### src/rtl/hazard_ctrl.sv
// Stall/flush controller for the five-stage pipeline: Tuse/Tnew operand hazards,
// multiply/divide busy window, and exception priority over every stall.
module hazard_ctrl #(
   parameter int MULT_CYC = 5,
   parameter int DIV_CYC  = 10,
   parameter int CNT_W    = 32
) (
   input  logic             clk,
   input  logic             reset,
   input  logic [4:0]       D_rs,
   input  logic [4:0]       D_rt,
   input  logic [1:0]       D_tuse_rs,
   input  logic [1:0]       D_tuse_rt,
   input  logic             D_is_md,
   input  logic [4:0]       E_wa,
   input  logic [1:0]       E_tnew,
   input  logic [4:0]       M_wa,
   input  logic [1:0]       M_tnew,
   input  logic             E_md_start,
   input  logic             E_md_is_div,
   input  logic             req,
   output logic             pc_en,
   output logic             D_en,
   output logic             E_clr,
   output logic             flush,
   output logic             md_busy,
   output logic [1:0]       md_state,
   output logic [CNT_W-1:0] stall_cnt
);

   localparam int MD_MAX = (MULT_CYC > DIV_CYC) ? MULT_CYC : DIV_CYC;
   localparam int MD_W   = $clog2(MD_MAX + 1);
   localparam logic [MD_W-1:0] MULT_LOAD = MD_W'(MULT_CYC);
   localparam logic [MD_W-1:0] DIV_LOAD  = MD_W'(DIV_CYC);

   typedef enum logic [1:0] {
      MD_IDLE = 2'd0,
      MD_MULT = 2'd1,
      MD_DIV  = 2'd2
   } md_state_t;

   md_state_t        state_r, state_s;
   logic [MD_W-1:0]  md_cnt_r, md_cnt_s;
   logic             busy_r;
   logic [CNT_W-1:0] stall_cnt_r;
   logic             rs_hz_s, rt_hz_s, md_hz_s, stall_s;

   // Operand hazard detection and stall/flush output equations
   always_comb begin
      rs_hz_s = (D_rs != 5'd0) && (D_tuse_rs != 2'd3) &&
                (((D_rs == E_wa) && (E_tnew > D_tuse_rs)) ||
                 ((D_rs == M_wa) && (M_tnew > D_tuse_rs)));
      rt_hz_s = (D_rt != 5'd0) && (D_tuse_rt != 2'd3) &&
                (((D_rt == E_wa) && (E_tnew > D_tuse_rt)) ||
                 ((D_rt == M_wa) && (M_tnew > D_tuse_rt)));
      md_hz_s = D_is_md && (busy_r || E_md_start);
      stall_s = (rs_hz_s || rt_hz_s || md_hz_s) && !req;
   end

   assign pc_en     = !stall_s;
   assign D_en      = !stall_s;
   assign E_clr     = stall_s || req;
   assign flush     = req;
   assign md_busy   = busy_r;
   assign md_state  = state_r;
   assign stall_cnt = stall_cnt_r;

   // MD FSM next state; a start while busy is ignored, req only suppresses a new start
   always_comb begin
      state_s  = state_r;
      md_cnt_s = md_cnt_r;
      case (state_r)
         MD_IDLE: begin
            if (E_md_start && !req) begin
               if (E_md_is_div) begin
                  state_s  = MD_DIV;
                  md_cnt_s = DIV_LOAD;
               end else begin
                  state_s  = MD_MULT;
                  md_cnt_s = MULT_LOAD;
               end
            end else begin
               state_s  = MD_IDLE;
               md_cnt_s = '0;
            end
         end
         MD_MULT, MD_DIV: begin
            if (md_cnt_r == MD_W'(1)) begin
               state_s  = MD_IDLE;
               md_cnt_s = '0;
            end else begin
               md_cnt_s = md_cnt_r - MD_W'(1);
            end
         end
         default: begin
            state_s  = MD_IDLE;
            md_cnt_s = '0;
         end
      endcase
   end

   // State, countdown, busy flag and saturating stall statistics
   always_ff @(posedge clk or negedge reset) begin
      if (!reset) begin
         state_r     <= MD_IDLE;
         md_cnt_r    <= '0;
         busy_r      <= 1'b0;
         stall_cnt_r <= '0;
      end else begin
         state_r  <= state_s;
         md_cnt_r <= md_cnt_s;
         busy_r   <= (state_s != MD_IDLE);
         if (stall_s && (stall_cnt_r != {CNT_W{1'b1}})) begin
            stall_cnt_r <= stall_cnt_r + CNT_W'(1);
         end
      end
   end

endmodule

### config.mk
export PLATFORM = sky130hd
export DESIGN_NAME = hazard_ctrl
export DESIGN_NICKNAME = d
export VERILOG_FILES = /design/src/rtl/hazard_ctrl.sv
export SDC_FILE = /design/constraint.sdc
export NUM_CORES = 1
export LEC_CHECK = 0
export CAP_MARGIN = 5
export CORE_MARGIN = 2
export CORE_UTILIZATION = 45
export CTS_BUF_LIST = sky130_fd_sc_hd__clkbuf_4 sky130_fd_sc_hd__clkbuf_8
export DETAILED_ROUTE_END_ITERATION = 8
export GPL_TIMING_DRIVEN = 0
export PLACE_DENSITY = 0.88
export SLEW_MARGIN = 20
export SYNTH_ARGS = -nofsm -noshare
export SYNTH_HDL_FRONTEND = slang
export SYNTH_SLANG_ARGS = --single-unit
### constraint.sdc
create_clock -name clk -period 3.3 [get_ports clk]
set_input_delay 0.66 -clock clk [delete_from_list [all_inputs] [get_ports clk]]
set_output_delay 0.66 -clock clk [all_outputs]
set_load 0.005 [all_outputs]
==> results of run 1 <==
cells in the final DEF, fill, tap and decap left out, drive strengths merged, types with 12 or more instances in the layout:
cell type and instances:
dlygate4sd2 12, clkdlybuf4s50 44, buf 14, nand4 14, nand3 19, xor2 13
xnor2 40, ha 13, inv 12, dfrtp 39
worst max-delay path, delay by kind of cell:
| family | cells | cell delay, ns |
|---|---|---|
| adder cells (fa/ha/maj) | 1 | 0.23 |
| AO/OA/AOI/OAI | 4 | 0.85 |
| buffers and inverters | 4 | 0.68 |
| AND/OR/NAND/NOR | 1 | 0.11 |
power by group through the flow:
stage | Clock, W | Sequential [W] | Combinational [W]
6_report | 0.000401 | 0.000605 | 0.000372
3_3_place_gp | 0 | 0.000608 | 0.000335
4_1_cts | 0.000405 | 0.000603 | 0.000355
2_1_floorplan | 0 | 0.000600 | 0.000156
5_1_grt | 0.000425 | 0.000619 | 0.000405
3_5_place_dp | 0 | 0.000610 | 0.000346
metal layers:
| metal | vias to the layer above | global-route usage [%] | share of wire, % |
|---|---|---|---|
| li1 | 1030 | - | - |
| met1 | 1021 | 26.6 | 42 |
| met2 | 73 | 40.1 | 51 |
| met3 | 14 | 4.24 | 5.0 |
| met4 | 0 | 7.50 | 1.9 |
| met5 | - | 0 | 0 |
final cells by class:
class	count	area, um2	area share, %
well taps	70	87.6	2.48
clock inverters	3	43.8	1.24
flip-flops and latches	39	976	27.6
multi-input cells	182	1490	42.2
inverters	12	45.0	1.27
repair buffers	81	785	22.2
plain buffers	6	36.3	1.03
clock buffers	5	68.8	1.95
cell families after synthesis:
| kind of cell | synth area share (%) |
|---|---|
| buf+inv | 3.69 |
| xor+xnor | 19.6 |
| fa+ha+maj | 6.75 |
| simple gates | 24.1 |
| compound gates | 4.88 |
| mux | 0.467 |
| flops | 40.5 |
path summary, 6_finish.rpt:
kind                                 end  slack, ns  cells after the start
max                                pc_en        0.1                     10
min                        stall_cnt[11]       0.20                      1
max reg2reg                stall_cnt[15]       0.46                      9
min reg2reg                stall_cnt[16]       0.50                      1
max in group asynchronous        md_busy       2.67                      2
min in group clk           stall_cnt[16]       0.50                      1
sequential cells by signal, summed over array words and instances (netlist names):
signal and flops:
stall_cnt 32, md_cnt_r 4, md_state 2, md_busy 1
metrics by stage:
| stage | setup slack (ns) | cell area (um2) | utilization [%] |
|---|---|---|---|
| floorplan | 0.484 | 2410 | - |
| global placement | -0.668 | 3220 | 62.6 |
| detailed placement | -0.681 | 3230 | 62.9 |
| CTS | -0.0294 | 3400 | 66.1 |
| global route | -0.0542 | 3530 | 68.7 |
| finish | 0.0957 | 3530 | 68.7 |
timing repair:
item / 4_1_cts / 5_1_grt
setup endpoints to repair: 3 / 7
gates resized for setup: 29 / 35
hold endpoints to repair: 0 / 0
buffers inserted: 5 / 3
pin swaps: 15 / 14
==> results.json, run 1 <==
{
  "outcome": "finished, final reports clean",
  "antennaDiodeCount": 0,
  "routed_wl_mm": 6.52,
  "ys_types": 39,
  "max-slew-margin-rel_pct": 57.3,
  "root_buffer": "clkbuf_8",
  "clock.fmax_mhz": 312,
  "synth_nets": 287,
  "clockBufferDepth": 2,
  "clkPwrFrac_pct": 29.1,
  "die_w_um": 77.2,
  "fin_cells": 398,
  "p_int_w": 0.000974,
  "ys_ff_latch": 39,
  "fin_crit_ns": 3.20,
  "grt_pass1_vias": 2280,
  "slew_violations": 0,
  "yosys-top-cells-area": "dfrtp_1 41%, xnor2_1 14%, ha_1 6.8%, xor2_1 4.7%, nand3_1 3.9%",
  "whs_ns": 0.200,
  "finalNetCount": 374,
  "leakagePower_nw": 1.54,
  "synth_edf_count": 0,
  "drt_pass1_iterations": 4,
  "synthCells": 240,
  "synth-warning-count": 0,
  "tightest_slew_ns": 0.633,
  "synth_ff_type": "dfrtp_1",
  "crit_chain": "dlygate4sd2_1 -> ha_1 -> nor2b_4 -> o21ai_2 -> a2111oi_4 -> o221ai_2 -> a31oi_2 -> inv_2 -> buf_6 -> clkdlybuf4s15_2",
  "num_vias": 2138,
  "drt_iter0_drc": 91,
  "synth_commonest_cells": "39 x dfrtp_1, 39 x xnor2_1, 19 x nand3_1",
  "clock_latency_ns": 0.30,
  "overflow": 0,
  "ant_nets": 0,
  "slowest_delay_ns": 0.37,
  "routedWlPerCell_um": 16.4,
  "viasPerCell": 5.37,
  "gp_congestion": 0.849,
  "worstPathRequired_ns": 2.64,
  "async_reset_ff_share_pct": 100,
  "power_frac_comb_pct": 27.0,
  "h-tree-depth": 2,
  "crit_type": "input pin to output port",
  "p_per_area_nw_per_um2": 390,
  "grt_start_max_net_pins": 32,
  "skew_ns": 0.00743,
  "synthToLayoutAreaGrowth_pct": 46.7,
  "startpoint_type": "input pin",
  "die_area_um2": 5950,
  "vdd_drop_max_uv": 530,
  "cts_buffers": 5,
  "hold_viol": 0,
  "clk_pin_slew_ns": 0.08,
  "port_buffers": 72,
  "dp_cells": 383,
  "netlist.area_leader.share_pct": 40.5,
  "critical_path.max_fanout": 5,
  "finalCritPeriodShare_pct": 97.1,
  "yosysTopAreaCell": "dfrtp_1",
  "holdCritPathClass": "input pin to asynchronous set/reset pin",
  "synth_area_per_cell_um2": 10.0,
  "ys_seq_area_share_pct": 40.5,
  "cts_sinks": 39,
  "ios": 73,
  "sw_frac_of_total_pct": 29.3,
  "num_rows": 26,
  "antenna_found_initial": 0,
  "cts_hold_buf": 0,
  "worst_ep_arrival_time_ns": 2.54,
  "crit_path_top_delay_cell": "a2111oi_4",
  "final.setup.tns_ns": 0,
  "initial_utilization_pct": 46.9,
  "grt_pass1_wl_mm": 10.6,
  "synth_area_um2": 2410,
  "drive_gt1_share_pct": 17.4,
  "die_y_um": 77.2,
  "drc": 0,
  "cp-end-kind": "output port",
  "finalPower_w": 0.00138,
  "finalSetupViolations": 0,
  "cts_tree": "yes",
  "track_usage_pct": 22.3,
  "core_area_um2": 5140,
  "r2r-start": "stall_cnt[0]",
  "pwr-share-seq_pct": 43.9,
  "dp_hpwl_mm": 4.66,
  "p_sw_w": 0.000404,
  "maxCapViolations": 0,
  "critPathLaunch": "D_tuse_rt[0]",
  "filler_cell_count": 405
}
(Power assumes the default switching activity.)
==> inputs of run 2 (changes only) <==
--- a/config.mk
+++ b/config.mk
@@ -5,10 +5,10 @@
 export SDC_FILE = /design/constraint.sdc
 export NUM_CORES = 1
 export LEC_CHECK = 0
-export CAP_MARGIN = 5
 export CORE_MARGIN = 2
 export CORE_UTILIZATION = 45
 export CTS_BUF_LIST = sky130_fd_sc_hd__clkbuf_4 sky130_fd_sc_hd__clkbuf_8
+export CTS_CLUSTER_DIAMETER = 50
 export DETAILED_ROUTE_END_ITERATION = 8
 export GPL_TIMING_DRIVEN = 0
 export PLACE_DENSITY = 0.88
==> results of run 2 <==
Same layout as run 1: the final DEF is identical, and so are final timing and power.
